<file path="src/rtl/cacheline_adapter.sv">
// Burst adapter between the data cache and main memory: assembles fill lines
// from memory beats and streams dirty lines back out, one request at a time.
//
// state    | meaning
// ---------+-----------------------------------------------------------
// IDLE     | no request in flight, waiting for read_i / write_i
// RD_BURST | collecting fill beats from memory into line_o
// RD_DONE  | fill line complete, resp_o pulse
// WR_BURST | streaming the buffered line to memory, one beat per resp_i
// WR_DONE  | writeback complete, resp_o pulse
module cacheline_adapter #(
    parameter int block_size  = 256,
    parameter int burst_width = 64
) (
    input  logic                   clk,
    input  logic                   rst,
    input  logic [31:0]            addr_i,
    input  logic                   read_i,
    input  logic                   write_i,
    input  logic [block_size-1:0]  line_i,
    output logic [block_size-1:0]  line_o,
    output logic                   resp_o,
    output logic [31:0]            address_o,
    output logic                   read_o,
    output logic                   write_o,
    output logic [burst_width-1:0] burst_o,
    input  logic [burst_width-1:0] burst_i,
    input  logic                   resp_i
);

    localparam int beats = block_size / burst_width;
    localparam int cw    = $clog2(beats);
    localparam int off   = $clog2(block_size / 8);
    localparam logic [cw-1:0] last_beat = cw'(beats - 1);
    localparam logic [31:0]   addr_mask = ~((32'd1 << off) - 32'd1);

    typedef enum logic [2:0] {
        IDLE,
        RD_BURST,
        RD_DONE,
        WR_BURST,
        WR_DONE
    } state_t;

    state_t                  state, state_nxt;
    logic [cw-1:0]           count;
    logic [31:0]             addr_q;
    logic [block_size-1:0]   wline;
    logic [block_size-1:0]   line_q;

    always_ff @(posedge clk or negedge rst) begin
        if (!rst) begin
            state <= IDLE;
        end else begin
            state <= state_nxt;
        end
    end

    always_comb begin
        state_nxt = state;
        case (state)
            IDLE: begin
                if (write_i) begin
                    state_nxt = WR_BURST;
                end else if (read_i) begin
                    state_nxt = RD_BURST;
                end
            end
            RD_BURST: begin
                if (resp_i && count == last_beat) begin
                    state_nxt = RD_DONE;
                end
            end
            WR_BURST: begin
                if (resp_i && count == last_beat) begin
                    state_nxt = WR_DONE;
                end
            end
            RD_DONE:  state_nxt = IDLE;
            WR_DONE:  state_nxt = IDLE;
            default:  state_nxt = IDLE;
        endcase
    end

    // The beat counter wraps back to 0 on the last beat, so burst_o rests on
    // beat 0 after a writeback instead of running off the end of the line.
    always_ff @(posedge clk or negedge rst) begin
        if (!rst) begin
            count  <= '0;
            addr_q <= '0;
            wline  <= '0;
            line_q <= '0;
        end else begin
            case (state)
                IDLE: begin
                    if (write_i) begin
                        addr_q <= addr_i & addr_mask;
                        wline  <= line_i;
                        count  <= '0;
                    end else if (read_i) begin
                        addr_q <= addr_i & addr_mask;
                        count  <= '0;
                    end
                end
                RD_BURST: begin
                    if (resp_i) begin
                        line_q[count*burst_width +: burst_width] <= burst_i;
                        count <= count + 1'b1;
                    end
                end
                WR_BURST: begin
                    if (resp_i) begin
                        count <= count + 1'b1;
                    end
                end
                default: ;
            endcase
        end
    end

    assign read_o    = (state == RD_BURST);
    assign write_o   = (state == WR_BURST);
    assign resp_o    = (state == RD_DONE) || (state == WR_DONE);
    assign address_o = (state == IDLE) ? 32'd0 : addr_q;
    assign burst_o   = wline[count*burst_width +: burst_width];
    assign line_o    = line_q;

endmodule
</file>
<file path="config.mk">
export PLATFORM = sky130hd
export DESIGN_NAME = cacheline_adapter
export DESIGN_NICKNAME = d
export VERILOG_FILES = /design/src/rtl/cacheline_adapter.sv
export SDC_FILE = /design/constraint.sdc
export NUM_CORES = 1
export LEC_CHECK = 0
export CAP_MARGIN = 30
export CORE_MARGIN = 5
export CORE_UTILIZATION = 35
export CTS_CLUSTER_DIAMETER = 200
export DETAILED_ROUTE_END_ITERATION = 10
export PLACE_DENSITY_LB_ADDON = 0.25
export RECOVER_POWER = 100
export SETUP_SLACK_MARGIN = 0.2
export SLEW_MARGIN = 15
export SYNTH_ARGS = -nofsm -noshare
export SYNTH_HDL_FRONTEND = slang
export SYNTH_SLANG_ARGS = --single-unit
export TNS_END_PERCENT = 20
</file>
<file path="constraint.sdc">
create_clock -name clk -period 5 [get_ports clk]
set_clock_uncertainty 0.15 [all_clocks]
set_input_delay 1 -clock clk [delete_from_list [all_inputs] [get_ports clk]]
set_output_delay 1 -clock clk [all_outputs]
set_load 0.02 [all_outputs]
</file>
After elaboration in Yosys (flattened, before gate mapping)
Index checks and enable logic that the tools add are counted.
{"block": "word_totals", "reg_bits": 549, "in_bits": 357, "output_inout_bits": 355, "elab_cells": 43}
{"block": "classes", "n_addsub": 2, "eq_ne": 9, "shifts": 3, "muxes": 13, "n_reduce_logical": 11}
{"op": "$bwmux 256", "count": 1}
{"op": "$shift 64x34->256 const A", "count": 1}
{"op": "$shiftx 256x9->64", "count": 1}
{"op": "$shiftx 64x34->256", "count": 1}
{"op": "$mux 32", "count": 3}
{"op": "$neg 8->34", "count": 1}
{"op": "$mux 3", "count": 4}
{"op": "$pmux 3 s3", "count": 1}
{"op": "$eq 3x2->1 const B", "count": 2}
{"op": "$mux 2", "count": 3}
{"op": "$ne 2x1->1 const B", "count": 3}
{"op": "$reduce_and 2->1", "count": 3}
{"op": "$reduce_and 3->1", "count": 2}
{"op": "$pmux 2 s2", "count": 1}
{"op": "$reduce_bool 2->1", "count": 2}
{"op": "$eq 3x1->1 const B", "count": 1}
{"op": "$eq 3x3->1 const B", "count": 1}
{"op": "$logic_not 3->1", "count": 1}
{"op": "$ne 3x3->1 const B", "count": 1}
{"op": "$add 2x1->2 const B", "count": 1}
{"op": "$eq 2x2->1 const B", "count": 1}
{"op": "$reduce_or 2->1", "count": 1}
{"op": "$logic_and 1x1->1", "count": 1}
{"op": "$logic_or 1x1->1", "count": 1}

Depth between registers and ports, before layout
Gate-level depths: netlist of run 1.
{"block": "depth", "word_depth": 4, "ltp_mapped": 10, "mapped_depth_nobuf": 5}

Least setup slack after synthesis of run 1
No wires, ideal clock.
{"block": "synth_path", "path_type": "reg-to-output", "from": "register count[0]", "to": "output port burst_o[12]", "arrival_ps": 1528, "required_time_ps": 3850, "slack_ps": 2322, "path_stages_with_launch": 5, "n_path_buf": 3, "cell_sequence": "dfrtp_1 -> buf_2 -> buf_4 -> buf_4 -> mux4_2"}
{"block": "synth_via", "elab_chain_len": 1}
{"item": "start, declared", "line_no": "46", "source": "logic [cw-1:0] count;"}
{"item": "start signal, assigned", "line_no": "108", "source": "count <= count + 1'b1;"}
{"item": "start signal, assigned", "line_no": "113", "source": "count <= count + 1'b1;"}
{"item": "$shiftx 256x9->64", "line_no": "125", "source": "assign burst_o = wline[count*burst_width +: burst_width];"}
{"item": "end, declared", "line_no": "26", "source": "output logic [burst_width-1:0] burst_o,"}
Every way passes these cells.

Worst setup path after layout of run 1
{"block": "layout_path", "from": "register count[1]", "to": "output port burst_o[17]"}
Same word-level chain as after synthesis.

==> impl_metrics.json, run 1 <==
{
  "status": "finished with violations",
  "violations": "capacitance limit, slew limit",
  "crit_path_max_fanout": 33,
  "grt_use_met2": 0.375,
  "clock_sinks": 544,
  "worstPathRequired_ps": 3850,
  "gp_congestion": 0.880,
  "grt-ovfl-total": 0,
  "syn_avg_cell_area_um2": 13.1,
  "fp-row-count": 97,
  "vias_per_cell": 5.14,
  "cts_buffers": 60,
  "cp_top_family": "buffers and inverters",
  "async_reset_ff_frac": 1.00,
  "drtIter0Drc": 1486,
  "top_usage_layer": "met2",
  "worstSkewPairLatency_ps": 610,
  "postCtsSetupBuffers": 0,
  "ir_drop_mv": 0.486,
  "numPortBuffers": 701,
  "critPathArrivalTime_ps": 3210,
  "drv_cap": 4,
  "dieWidth_um": 276,
  "die_h_um": 276,
  "synth_area_mm2": 0.0248,
  "max_freq_mhz": 229,
  "yosysSeqAreaShare": 0.549,
  "antenna_left": 0,
  "dieArea_mm2": 0.0762,
  "cts-resized-gates": 0,
  "cts_tree": "done",
  "path_buf_inv": 2,
  "grt_usage": 0.223,
  "synth_top_area_cell": "dfrtp_1",
  "fin_nets": 2893,
  "grtUsageMet1": 0.276,
  "routedWlPerCell_um": 25.0,
  "synth_edf_count": 0,
  "vias": 18200,
  "fin_crit_ps": 4360,
  "grt_max_degree": 207,
  "powerDensity_mw_per_mm2": 668,
  "hold_viol": 0,
  "grt_pass1_vias": 18900,
  "worst_pin_slew_ps": 2690,
  "crit_chain": "clkbuf_2 > mux4_2 > clkdlybuf4s50_1",
  "slowest_stage": "dfrtp_2",
  "hpwl_um": 63100,
  "rsz0062_at_grt": "no",
  "p_leak_uw": 0.0143,
  "finalWirelength_um": 88500,
  "yosys-top-cells-count": "dfrtp_1, inv_1, nand4_1",
  "yosysMostFrequentCell": "dfrtp_1",
  "path_clk_slew_ps": 60,
  "htreeDepth": 2,
  "root_buffer": "clkbuf_16",
  "critical_path.startpoint_type": "flip-flop",
  "ys_warn_count": 0,
  "design.core.area_mm2": 0.0701,
  "place_ws_ps": 1530,
  "grt_use_met3": 0.0782,
  "clockBufferDepth": 3,
  "ys_types": 40,
  "hold_buffers": 0,
  "finalWorstSetupSlack_ps": 636,
  "syn_inst": 1896,
  "finalSetupViolCount": 0,
  "critPathCaptureType": "output pin",
  "hold_class": "reg2reg",
  "ys_ff_latch": 544,
  "finalSetupTns_ps": 0,
  "post_synth_main_area_contributors": "dfrtp_1, mux2_4, nand4_1, mux4_2, inv_1",
  "maxSlewViolCount": 263,
  "drc": 0,
  "grt_pass1_wl_um": 132000,
  "drt_pre_antenna_iters": 5,
  "period_share": 0.873,
  "slew_headroom": -0.791,
  "drive_gt1_frac": 0.101,
  "syn2layout_area_growth_pct": 35.2,
  "start_util": 0.353,
  "antenna_found_initial": 26,
  "synth.top_cell.area_share": 0.549,
  "pin_count": 712,
  "max_stage_delay_ps": 1010,
  "criticalPathCategory": "reg2out",
  "synthFlopType": "dfrtp_1"
}
## stage by stage
stage / instance area (um2) / hold slack, ps / utilization / power (uW) / instances
2_1_floorplan: 24800 / 300 / - / 14200 / 1900
3_3_place_gp: 32200 / 315 / 0.459 / 19000 / 3408
3_5_place_dp: 32200 / 323 / 0.459 / 19200 / 3409
4_1_cts: 34400 / 295 / 0.490 / 24200 / 3520
5_1_grt: 33500 / 348 / 0.477 / 23500 / 3526
6_report: 33500 / 333 / 0.478 / 22400 / 3533
## per-layer routing
metal  part of all wire  up-vias
li1                   -     7942
met1               0.39     9267
met2               0.49      786
met3              0.091      146
met4              0.027       26
met5             0.0020        -
## where the power goes
part / switching (uW) / internal, uW / leakage, uW
combinational: 5690 / 4350 / 0.00639
clock: 1880 / 2950 / 0.00108
sequential: 1160 / 6360 / 0.00684
## flip-flops by register name, summed over array words and instances, names as in the netlist
name	flops
line_o	256
wline	256
addr_q	27
state	3
count	2
## placed cells by master, fill, tap and decap left out, drive strengths merged, types with 3 or more instances in the layout
cell           synthesis  final
ha                     5      5
nor2b                 29     29
clkinv                 0     14
clkbuf                41     96
inv                  259    260
nand4                256    256
bufinv                 0      9
clkdlybuf4s50          0    393
nand2                  4      4
nor2                   3      3
dlygate4sd3            0    307
diode                  0     13
mux4                  64     64
mux2                 283    283
conb                   1      5
o21ai                256    256
dfrtp                544    544
and2                   6      6
buf                  127     26
## worst paths after layout
kind	startpoint	endpoint	slack (ps)	cells after the start
max in group asynchronous	rst	wline[101]$_DFFE_PN0P_	1180	2
worst max-delay path	count[1]$_DFFE_PN0P_	burst_o[17]	640	3
worst max register to register	count[0]$_DFFE_PN0P_	line_o[49]$_DFFE_PN0P_	830	7
min in group asynchronous	rst	line_o[117]$_DFFE_PN0P_	1060	1
worst min register to register	wline[144]$_DFFE_PN0P_	wline[144]$_DFFE_PN0P_	330	1
worst min-delay path	wline[144]$_DFFE_PN0P_	wline[144]$_DFFE_PN0P_	330	1
## layout make-up
class	instances	area, um2
antenna	13	32.5
clock inverter	26	404
multi-input combinational	929	8080
clock buffer	85	1790
sequential	544	13600
tap	940	1180
timing repair buffer	737	7430
inverter	259	972
fill	6493	36700
## logic make-up after synthesis
| group | count (synthesis) | synth area share |
|---|---|---|
| muxes | 347 | 0.223 |
| xor gates and xnor gates | 1 | 0.000354 |
| DFF | 544 | 0.549 |
| adders and majority gates | 5 | 0.00252 |
| and+or+nand+nor | 310 | 0.0789 |
| other | 1 | 0.000151 |
| AOI/OAI and AO/OA | 261 | 0.0532 |
| buffers and inverters | 427 | 0.0924 |
Note: power is estimated with default switching activity, not from simulation.
==> run 2, diff against run 1 <==
Settings changed: RECOVER_POWER 100 to 50.
==> impl_metrics.json, run 2 (same netlist as run 1, synthesis figures left out) <==
{
  "status": "finished with violations",
  "violations": "capacitance limit, slew limit",
  "numPortBuffers": 701,
  "hold_class": "reg2reg",
  "dieArea_mm2": 0.0762,
  "hold_viol": 0,
  "powerDensity_mw_per_mm2": 692,
  "worstSkewPairLatency_ps": 610,
  "grt_usage": 0.223,
  "grt-ovfl-total": 0,
  "drive_gt1_frac": 0.185,
  "ir_drop_mv": 0.490,
  "hp-start": "wline[163]$_DFFE_PN0P_",
  "cts_tree": "done",
  "multiInputGateArea_mm2": 0.00889,
  "met2_length_um": 43700,
  "drv_cap": 1,
  "layout_common_cells": "clkdlybuf4s50_1, dfrtp_1, inv_1",
  "maxSlewViolCount": 92,
  "r2r_end": "wline[254]$_DFFE_PN0P_",
  "grt_max_degree": 207,
  "finalWirelength_um": 88700,
  "fillCellCount": 6274,
  "drc": 0,
  "die_h_um": 276,
  "criticalPathCategory": "reg2out",
  "r2r_start": "state[1]$_DFFE_PN0P_",
  "ff2ff_setup_slack_ps": 1050,
  "vias_per_cell": 5.13,
  "crit_chain": "nor3_4 > clkbuf_1 > nor2b_1 > clkdlybuf4s50_1",
  "p_total_uw": 23700,
  "start_util": 0.353,
  "max_stage_delay_ps": 970,
  "drtIter0Drc": 1527,
  "max_freq_mhz": 239,
  "rr_worst_depth": 5,
  "worstPathRequired_ps": 3850,
  "clock_sinks": 544,
  "fp-row-count": 97,
  "p_leak_uw": 0.0146,
  "grt_pass1_vias": 18900,
  "syn2layout_area_growth_pct": 38.6,
  "finalSetupTns_ps": 0,
  "final_common_cell": "clkdlybuf4s50_1",
  "crit_path_max_fanout": 29,
  "maxUsedRoutingLayer": "met5",
  "rsz0062_at_grt": "no",
  "hold_end": "wline[163]$_DFFE_PN0P_",
  "dr_wl_met3_um": 7670,
  "pin_count": 712,
  "antenna_found_initial": 26,
  "finalSetupViolCount": 0,
  "grt_pass1_wl_um": 132000,
  "antenna_left": 0,
  "wl_met1_um": 34900,
  "gp_congestion": 0.880,
  "design.core.area_mm2": 0.0701,
  "hold_buffers": 0,
  "fin_nets": 2893,
  "drt_pre_antenna_iters": 5,
  "dieWidth_um": 276,
  "critPathCaptureType": "output pin",
  "holdPathStages": 1,
  "fin_crit_ps": 4180,
  "path_clk_slew_ps": 60,
  "seqCellArea_mm2": 0.0136,
  "slowest_stage": "clkbuf_1",
  "slew_headroom": -0.809,
  "postCtsSetupBuffers": 0,
  "period_share": 0.836,
  "htreeDepth": 2,
  "clockBufferDepth": 3,
  "hpwl_um": 63100,
  "cts_buffers": 60,
  "vias": 18100,
  "root_buffer": "clkbuf_16",
  "routedWlPerCell_um": 25.1,
  "worst_pin_slew_ps": 2710,
  "critPathArrivalTime_ps": 3030,
  "cts-resized-gates": 0,
  "critical_path.startpoint_type": "flip-flop"
}
[run 2: where the power goes]
group          total, uW  switching [uW]  internal (uW)
Sequential          7610            1250           6370
Clock               4820            1870           2950
Combinational      11300            5800           5500
Total              23700            8920          14800
[run 2: how the worst max path moves through the flow]
stage | start | endpoint | slack, ps | cells past startpoint
floorplan | count[0]$_DFFE_PN0P_ | burst_o[12] | 2320 | 4
global placement | count[0]$_DFFE_PN0P_ | burst_o[22] | 1220 | 3
detailed placement | write_i | wline[54]$_DFFE_PN0P_ | 1530 | 4
CTS | count[0]$_DFFE_PN0P_ | burst_o[24] | 840 | 3
global route | state[1]$_DFFE_PN0P_ | address_o[7] | 440 | 4
finish | state[1]$_DFFE_PN0P_ | address_o[7] | 820 | 4
[run 2: worst max-delay path: cells and delay by family, from the launching register on]
kind                   cells  cell delay [ps]
buffers and inverters      2             1580
DFF                        1              500
and+or+nand+nor            2              330
[run 2: per-stage QoR]
step                      worst slack, ps  cell area [um2]  hold WS, ps  utilization  std cells
after global routing                  441            34300          355        0.489       3526
after CTS                             838            34400          295        0.490       3520
final                                 819            34300          332        0.489       3533
after global placement               1220            32200          315        0.459       3408
after floorplan                      2320            24800          300            -       1900
after detailed placement             1530            32200          323        0.459       3409
[run 2: per-layer routing]
layer / up-vias / global-route usage
li1: 7935 / -
met1: 9277 / 0.276
met2: 744 / 0.375
met3: 140 / 0.0782
met4: 26 / 0.0567
met5: - / 0
[run 2: layout make-up]
class                      count  share of cell area
sequential                   544               0.397
inverter                     259              0.0283
multi-input combinational    929               0.259
antenna                       13            0.000948
timing repair buffer         737               0.217
tap                          940              0.0343
clock inverter                26              0.0118
clock buffer                  85              0.0520
==> run 3, diff against run 2 <==
Clock period 5 ns to 4.2 ns, I/O delays scaled along.
==> impl_metrics.json, run 3 (same netlist as run 1, synthesis figures left out) <==
{
  "grt_max_degree": 118,
  "pin_count": 712,
  "start_util": 0.353,
  "hp-start": "addr_q[29]$_DFFE_PN0P_",
  "criticalPathCategory": "reg2out",
  "hpwl_um": 63200,
  "drt_pre_antenna_iters": 5,
  "worstPathRequired_ps": 3210,
  "hold_end": "addr_q[29]$_DFFE_PN0P_",
  "hold_class": "reg2reg",
  "final_common_cell": "clkdlybuf4s50_1",
  "p_leak_uw": 0.0142,
  "violations": "capacitance limit, slew limit",
  "finalSetupTns_ps": 0,
  "grt_usage": 0.223,
  "cts_tree": "done",
  "switching_share": 0.382,
  "status": "finished with violations",
  "ir_drop_mv": 0.593,
  "holdPathStages": 1,
  "htreeDepth": 2,
  "fp-row-count": 97,
  "critical_path.startpoint_type": "flip-flop",
  "routedWlPerCell_um": 25.1,
  "p_total_uw": 27800,
  "vias": 18200,
  "finish.instance_area_mm2": 0.0341,
  "syn2layout_area_growth_pct": 37.5,
  "critPathCaptureType": "output pin",
  "die_h_um": 276,
  "postLayoutCoreUtil": 0.486,
  "finalSetupViolCount": 0,
  "drtIter0Drc": 1592,
  "combPwrFrac": 0.483,
  "drive_gt1_frac": 0.163,
  "vias_per_cell": 5.15,
  "slew_headroom": -0.412,
  "r2r_end": "wline[219]$_DFFE_PN0P_",
  "dieWidth_um": 276,
  "p_switching_uw": 10600,
  "powerDensity_mw_per_mm2": 815,
  "clock_sinks": 544,
  "rsz0062_at_grt": "no",
  "path_clk_slew_ps": 60,
  "period_share": 0.913,
  "critPathArrivalTime_ps": 2850,
  "antenna_left": 0,
  "fin_crit_ps": 3840,
  "worst_pin_slew_ps": 2120,
  "drv_cap": 3,
  "hold_viol": 0,
  "cts_buffers": 59,
  "p_int_uw": 17200,
  "clockBufferDepth": 3,
  "antenna_found_initial": 24,
  "finalWirelength_um": 88600,
  "ff2ff_setup_slack_ps": 470,
  "dieArea_mm2": 0.0762,
  "clock_power_share": 0.191,
  "hold_buffers": 0,
  "place_area_mm2": 0.0324,
  "pwr-share-seq": 0.326,
  "layout_common_cells": "clkdlybuf4s50_1, dfrtp_1, inv_1",
  "drc": 0,
  "maxSlewViolCount": 153,
  "root_buffer": "clkbuf_16",
  "cts-resized-gates": 0,
  "hold_ws_ps": 327,
  "fin_nets": 2900,
  "grt_pass1_wl_um": 132000,
  "worstSkewPairLatency_ps": 610,
  "crit_path_max_fanout": 21,
  "max_freq_mhz": 261,
  "grt_pass1_vias": 18900,
  "design.core.area_mm2": 0.0701,
  "r2r_start": "state[1]$_DFFE_PN0P_",
  "gp_congestion": 0.858,
  "postCtsSetupBuffers": 1,
  "grt-ovfl-total": 0,
  "numPortBuffers": 701,
  "rr_worst_depth": 5
}
==> run 3: critical path, cell delays in order (launching register included) <==
cell	delay, ps
dfrtp_4	770
buf_12	240
mux4_2	510
clkdlybuf4s50_1	650
==> run 3: layer usage <==
layer	vias to the layer above	wire length, um	GRT usage
met5	-	139	0
met4	24	2470	0.0601
met3	138	8040	0.0757
met2	844	43200	0.371
met1	9253	34800	0.280
li1	7965	-	-
==> run 3: power by group through the flow <==
stage / Clock (uW) / Sequential (uW) / Combinational [uW]
4_1_cts: 5430 / 9070 / 14000
6_report: 5300 / 9050 / 13400
3_5_place_dp: 0 / 9140 / 13800
5_1_grt: 5640 / 9320 / 14100
2_1_floorplan: 0 / 9690 / 7180
3_3_place_gp: 0 / 9060 / 13700
==> run 3: per-stage QoR <==
step           cells  setup WS (ps)
6_report        3536            364
5_1_grt         3531            146
4_1_cts         3524            258
3_5_place_dp    3416            750
3_3_place_gp    3416            730
2_1_floorplan   1900           1650
==> run 3: worst max-delay path by stage <==
stage                               from                      end  slack, ps  cells past startpoint
finish              count[0]$_DFFE_PN0P_              burst_o[44]        360                      3
global route                         rst   line_o[27]$_DFFE_PN0P_        150                      2
CTS                 count[0]$_DFFE_PN0P_              burst_o[44]        260                      3
detailed placement  count[0]$_DFFE_PN0P_              burst_o[44]        750                      3
global placement    count[0]$_DFFE_PN0P_              burst_o[44]        730                      3
floorplan           count[1]$_DFFE_PN0P_  line_o[197]$_DFFE_PN0P_       1650                      8
==> run 3: final cells by class <==
cell class	instances	area (um2)
antenna	12	30.0
timing repair buffer	745	7610
multi-input combinational	929	8690
fill	6309	36100
inverter	259	972
clock inverter	20	260
tap	940	1180
clock buffer	87	1720
sequential	544	13600
